$ cat config.mk
export PLATFORM = sky130hd
export DESIGN_NAME = fetch_unit
export DESIGN_NICKNAME = d
export VERILOG_FILES = /design/src/rtl/fetch_unit.sv
export SDC_FILE = /design/constraint.sdc
export NUM_CORES = 1
export LEC_CHECK = 0
export CAP_MARGIN = 20
export CORE_MARGIN = 2
export CORE_UTILIZATION = 55
export CTS_BUF_LIST = sky130_fd_sc_hd__clkbuf_4
export DETAILED_ROUTE_END_ITERATION = 7
export PLACE_DENSITY = 0.85
export SYNTH_ARGS = -nofsm -noshare
export SYNTH_HDL_FRONTEND = slang
export SYNTH_SLANG_ARGS = --single-unit
$ cat constraint.sdc
create_clock -name clk -period 10.6 [get_ports clk]
set_clock_uncertainty 0.1 [all_clocks]
set_input_delay 2.12 -clock clk [delete_from_list [all_inputs] [get_ports clk]]
set_output_delay 2.12 -clock clk [all_outputs]
set_load 0.03 [all_outputs]
$ cat src/rtl/fetch_unit.sv
// Instruction fetch front end: one outstanding memory request, a two-entry
// prefetch FIFO, and a registered output stage feeding the IF/ID register.
module fetch_unit #(
  parameter logic [63:0] RESET_PC  = 64'h0,
  parameter int unsigned BUF_DEPTH = 2
) (
  input  logic        clk,
  input  logic        reset_n,
  output logic        imem_req,
  output logic [63:0] imem_addr,
  input  logic        imem_ack,
  input  logic [31:0] imem_rdata,
  input  logic        stall,
  input  logic        redirect,
  input  logic [63:0] redirect_pc,
  output logic [31:0] ibus,
  output logic [63:0] ibus_pc,
  output logic        ibus_valid
);

  typedef enum logic [1:0] {
    IDLE = 2'd0,
    WAIT = 2'd1,
    DROP = 2'd2
  } state_e;

  localparam logic [1:0]  DEPTH      = 2'(BUF_DEPTH);
  localparam logic [63:0] RESET_WORD = {RESET_PC[63:2], 2'b00};

  state_e      state_q;
  logic [63:0] fetch_pc_q, fetch_pc_d;
  logic [63:0] req_addr_q;
  logic [1:0]  count_q, count_d;
  logic        rd_ptr_q, wr_ptr_q;
  logic [63:0] buf_pc_q   [2];
  logic [31:0] buf_data_q [2];
  logic [31:0] ibus_q;
  logic [63:0] ibus_pc_q;
  logic        ibus_valid_q;

  logic        issue, push, pop;
  logic [63:0] target_pc;
  logic        unused_target_lsbs;

  assign target_pc          = {redirect_pc[63:2], 2'b00};
  assign unused_target_lsbs = ^redirect_pc[1:0];

  // Redirect suppresses every normal event; the strobes below already fold it in.
  always_comb begin
    issue      = 1'b0;
    push       = 1'b0;
    pop        = 1'b0;
    fetch_pc_d = fetch_pc_q;
    if (!redirect) begin
      issue = (state_q == IDLE) && (count_q < DEPTH);
      push  = (state_q == WAIT) && imem_ack;
      pop   = !stall && (count_q != 2'd0);
    end
    if (push) fetch_pc_d = fetch_pc_q + 64'd4;
    count_d = count_q + 2'(push) - 2'(pop);
  end

  assign imem_req  = reset_n && ((state_q != IDLE) || issue);
  assign imem_addr = (state_q == IDLE) ? fetch_pc_q : req_addr_q;

  always_ff @(posedge clk) begin
    if (!reset_n) begin
      state_q      <= IDLE;
      fetch_pc_q   <= RESET_WORD;
      req_addr_q   <= RESET_WORD;
      count_q      <= 2'd0;
      rd_ptr_q     <= 1'b0;
      wr_ptr_q     <= 1'b0;
      ibus_q       <= 32'h0;
      ibus_pc_q    <= 64'h0;
      ibus_valid_q <= 1'b0;
    end else begin
      unique case (state_q)
        IDLE: if (issue) begin
          state_q    <= WAIT;
          req_addr_q <= fetch_pc_q;
        end
        WAIT: begin
          if (imem_ack)      state_q <= IDLE;
          else if (redirect) state_q <= DROP;
        end
        DROP: if (imem_ack) state_q <= IDLE;
        default: state_q <= IDLE;
      endcase

      if (redirect) begin
        fetch_pc_q   <= target_pc;
        count_q      <= 2'd0;
        rd_ptr_q     <= 1'b0;
        wr_ptr_q     <= 1'b0;
        ibus_q       <= 32'h0;
        ibus_pc_q    <= 64'h0;
        ibus_valid_q <= 1'b0;
      end else begin
        fetch_pc_q <= fetch_pc_d;
        count_q    <= count_d;
        if (push) wr_ptr_q <= ~wr_ptr_q;
        if (pop) begin
          rd_ptr_q     <= ~rd_ptr_q;
          ibus_q       <= buf_data_q[rd_ptr_q];
          ibus_pc_q    <= buf_pc_q[rd_ptr_q];
          ibus_valid_q <= 1'b1;
        end else if (!stall) begin
          ibus_q       <= 32'h0;
          ibus_pc_q    <= 64'h0;
          ibus_valid_q <= 1'b0;
        end
      end
    end
  end

  // NOTE: buffer storage has no reset; count/pointers alone define which entries are live.
  always_ff @(posedge clk) begin
    if (reset_n && push) begin
      buf_pc_q[wr_ptr_q]   <= fetch_pc_q;
      buf_data_q[wr_ptr_q] <= imem_rdata;
    end
  end

  assign ibus       = ibus_q;
  assign ibus_pc    = ibus_pc_q;
  assign ibus_valid = ibus_valid_q;

endmodule

==> metrics.log <==
INFO  metric status = completed
INFO  metric worst_ep_required_time = 8.38 ns
INFO  metric drc_errors = 0
INFO  metric worst_slew_pin_slew = 0.9299 ns
INFO  metric htree_levels = 3
INFO  metric netSwitchingPower = 0.8275 mW
INFO  metric critical-path-top-cell-by-count = clkdlybuf4s50_1
INFO  metric finalHoldViolCount = 0
INFO  metric num_rows = 64
INFO  metric grt_pass1_vias = 12770
INFO  metric synth_area = 16880 sq um
INFO  metric clock.fmax = 161.6 MHz
INFO  metric fill_cells = 2169
INFO  metric routed_length_per_instance = 19.73 um
INFO  metric timing.critical_path.from_type = input pin
INFO  metric tns = 0 ns
INFO  metric synthMostInstantiatedCell = dfxtp_1
INFO  metric drtPass1Iterations = 5
INFO  metric finalHoldWorstSlack = 0.3631 ns
INFO  metric ys_dominant_reg_cell = dfxtp_1
INFO  metric leakagePower = 7.200 nW
INFO  metric numPortBuffers = 256
INFO  metric wire_length_of_the_first_global_routing_pass = 66960 um
INFO  metric post-synth-top-area-cell = edfxtp_1
INFO  metric tritoncts = built
INFO  metric class_of_the_worst_hold_path = register to register
INFO  metric timing.max_cap.violations = 0
INFO  metric synth_fa_ha_area_share = 0.2224%
INFO  metric final_nets = 1836
INFO  metric number_of_standard_cells_after_synthesis = 1459
INFO  metric swShare = 24.69%
INFO  metric synthDominantCellAreaShare = 33.45%
INFO  metric dp.cells = 2021
INFO  metric fin_crit = 6.188 ns
INFO  metric tritoncts.num_buffers = 104
INFO  metric endpoints_failing_setup = 0
INFO  metric relSlewSlack = 37.86%
INFO  metric synth-seq-cells = 414
INFO  metric drv_slew = 0
INFO  metric synth_xor_xnor_area_share = 1.972%
INFO  metric synth_top_family_by_area = simple AND/OR/NAND/NOR gates
INFO  metric ctsLongestPathBuffers = 3
INFO  metric floorplan.initialDensity = 55.47%
INFO  metric synth_warnings = 0
INFO  metric cts-hold-fix-buffers = 0
INFO  metric synth_async_sr_flop_share = 0%
INFO  metric worst_ep_arrival_time = 3.97 ns
INFO  metric boundary_pin_count = 263
INFO  metric p_int = 2.525 mW
INFO  metric place.detailed.hpwl = 27810 um
INFO  metric regToRegSetupSlack = 7.19 ns
INFO  metric grt_overflow_total = 0
INFO  metric synth_commonest_cells = 226 x dfxtp_1, 188 x edfxtp_1, 163 x nand2_1
INFO  metric clk_transition_reported_paths = 0.06 ns
INFO  metric synthesis.area_per_instance = 11.57 sq um
INFO  metric total_power = 3.352 mW
INFO  metric synth_mux_area_share = 10.47%
INFO  metric routed_wirelength = 43770 um
INFO  metric area.growth.synth_to_final = 24.89%
INFO  metric cts.root.buffer_cell = clkbuf_4
INFO  metric path_max_fanout = 34
INFO  metric critPathKind = input pin to output port
INFO  metric pin_count_of_the_biggest_net_entering_global_routing = 99
INFO  metric post_cts.resized_instances = 0
INFO  metric crit_path_cell_trace = clkdlybuf4s50_1 -> buf_4 -> nor2_1 -> o31a_1 -> clkdlybuf4s50_1
INFO  metric initial_antenna_violation_count = 2
INFO  metric seq_power_share = 52.1%
INFO  metric synth_cell_types = 49
INFO  metric crit_slowest_cell = clkdlybuf4s50_1
INFO  metric die_width = 179.2 um
INFO  metric synth_sequential_area_ratio = 60.25%
INFO  metric dr.first_iter.drc_count = 861
INFO  metric synth_compound_gate_area_share = 11.88%
INFO  metric combPwrFrac = 7.8%
INFO  metric synth-edff-count = 188
INFO  metric clock_power_share = 40.1%
INFO  metric vias_per_cell = 5.811
INFO  metric die_area = 32110 sq um
INFO  metric cpPeakStageDelay = 0.60 ns
INFO  metric final_cells = 2219
INFO  metric timing.final.crit_share = 58.38%
INFO  metric tritoncts_num_sinks = 414
INFO  metric post_route_cells_drive_above_1_share = 20.33%
INFO  metric sequential_cell_area = 10170 sq um
INFO  metric gp_congestion = 0.8146
INFO  metric post_synth_main_area_contributors = edfxtp_1 33%, dfxtp_1 27%, mux2_2 10%
INFO  metric yosys.area_share.simple = 12.46%
INFO  metric vias = 12890
INFO  metric core_region_area = 30430 sq um
INFO  metric clk-insertion-delay-late = 0.73 ns
INFO  metric p_per_area = 159.0 nW/um^2
INFO  metric cts_setup_buffers = 0
INFO  metric cp-end-kind = output port
INFO  metric grt.total_usage = 26.84%
INFO  metric multi_input_area = 6301 sq um
INFO  metric power.ir.vdd_worst = 82.16 uV
INFO  metric die_y = 179.2 um
INFO  metric antenna_left = 0
INFO  metric grt_setup_unrepaired = no
[power by group through the flow]
| stage | Sequential [mW] | Clock, mW | Combinational (mW) |
|---|---|---|---|
| after global routing | 1.75 | 1.46 | 0.278 |
| after floorplan | 1.76 | 0 | 0.155 |
| after detailed placement | 1.78 | 0 | 0.259 |
| after global placement | 1.78 | 0 | 0.255 |
| final | 1.75 | 1.34 | 0.261 |
| after CTS | 1.75 | 1.38 | 0.261 |
[worst paths after layout]
kind | from | end | depth (start not counted)
setup / recovery | redirect | imem_req | 5
hold / removal | req_addr_q[21] | req_addr_q[21] | 2
hold reg to reg | req_addr_q[21] | req_addr_q[21] | 2
setup reg to reg | fetch_pc_q[5] | fetch_pc_q[44] | 5
[final cells by class]
class,instances,area share (%)
Multi-Input combinational cell,932,29.89
Antenna cell,3,0.03561
Sequential cell,414,48.26
Inverter,7,0.1246
Clock buffer,165,5.876
Tap cell,396,2.350
Timing Repair Buffer,273,12.83
Clock inverter,29,0.6292
[cells in the final DEF (no fill, tap or decap), types with 54 or more instances in the layout]
master	Yosys	routed
clkdlybuf4s50_1	0	254
dfxtp_1	226	225
edfxtp_1	188	188
clkbuf_4	0	165
nand2_1	163	161
mux2_2	157	157
nor2_1	113	112
a22oi_1	94	94
a21boi_0	62	62
o21ai_0	54	54
[logic make-up (layout without fill, tap and decap cells)]
| kind of cell | Yosys count | count (layout) |
|---|---|---|
| muxes | 157 | 157 |
| buffers and inverters | 116 | 474 |
| AOI/OAI and AO/OA | 291 | 291 |
| adders and majority gates | 3 | 3 |
| xor gates and xnor gates | 38 | 38 |
| DFF | 414 | 414 |
| and+or+nand+nor | 439 | 439 |
| other | 1 | 7 |
[state kept, by name, summed over array words and instances, names as in the netlist, 2 cells and up, named ones only]
register and count:
state_q 2, ibus_pc 62, buf_pc_q 124, ibus 32
fetch_pc_q 62, count_q 2, buf_data_q 64, req_addr_q 62
[layer usage]
layer  GRT usage, %  part of all wire [%]
met1          33.93                    40
met2          44.21                    48
met4          12.60                   3.4
met3          5.598                   8.8
met5              0                     0
[per-stage QoR]
step | setup slack [ns] | area [sq um] | util (%)
floorplan | 0.6145 | 16890 | -
global placement | 4.433 | 19670 | 64.65
detailed placement | 4.418 | 19670 | 64.65
CTS | 4.417 | 21050 | 69.16
global route | 4.339 | 21080 | 69.27
finish | 4.412 | 21080 | 69.28
[worst max-delay path, delay by kind of cell]
family          cells  cell delay, ns
buf+inv             3            1.41
compound gates      1            0.30
simple gates        1            0.12
No activity file was read; power rests on OpenSTA's default activity.
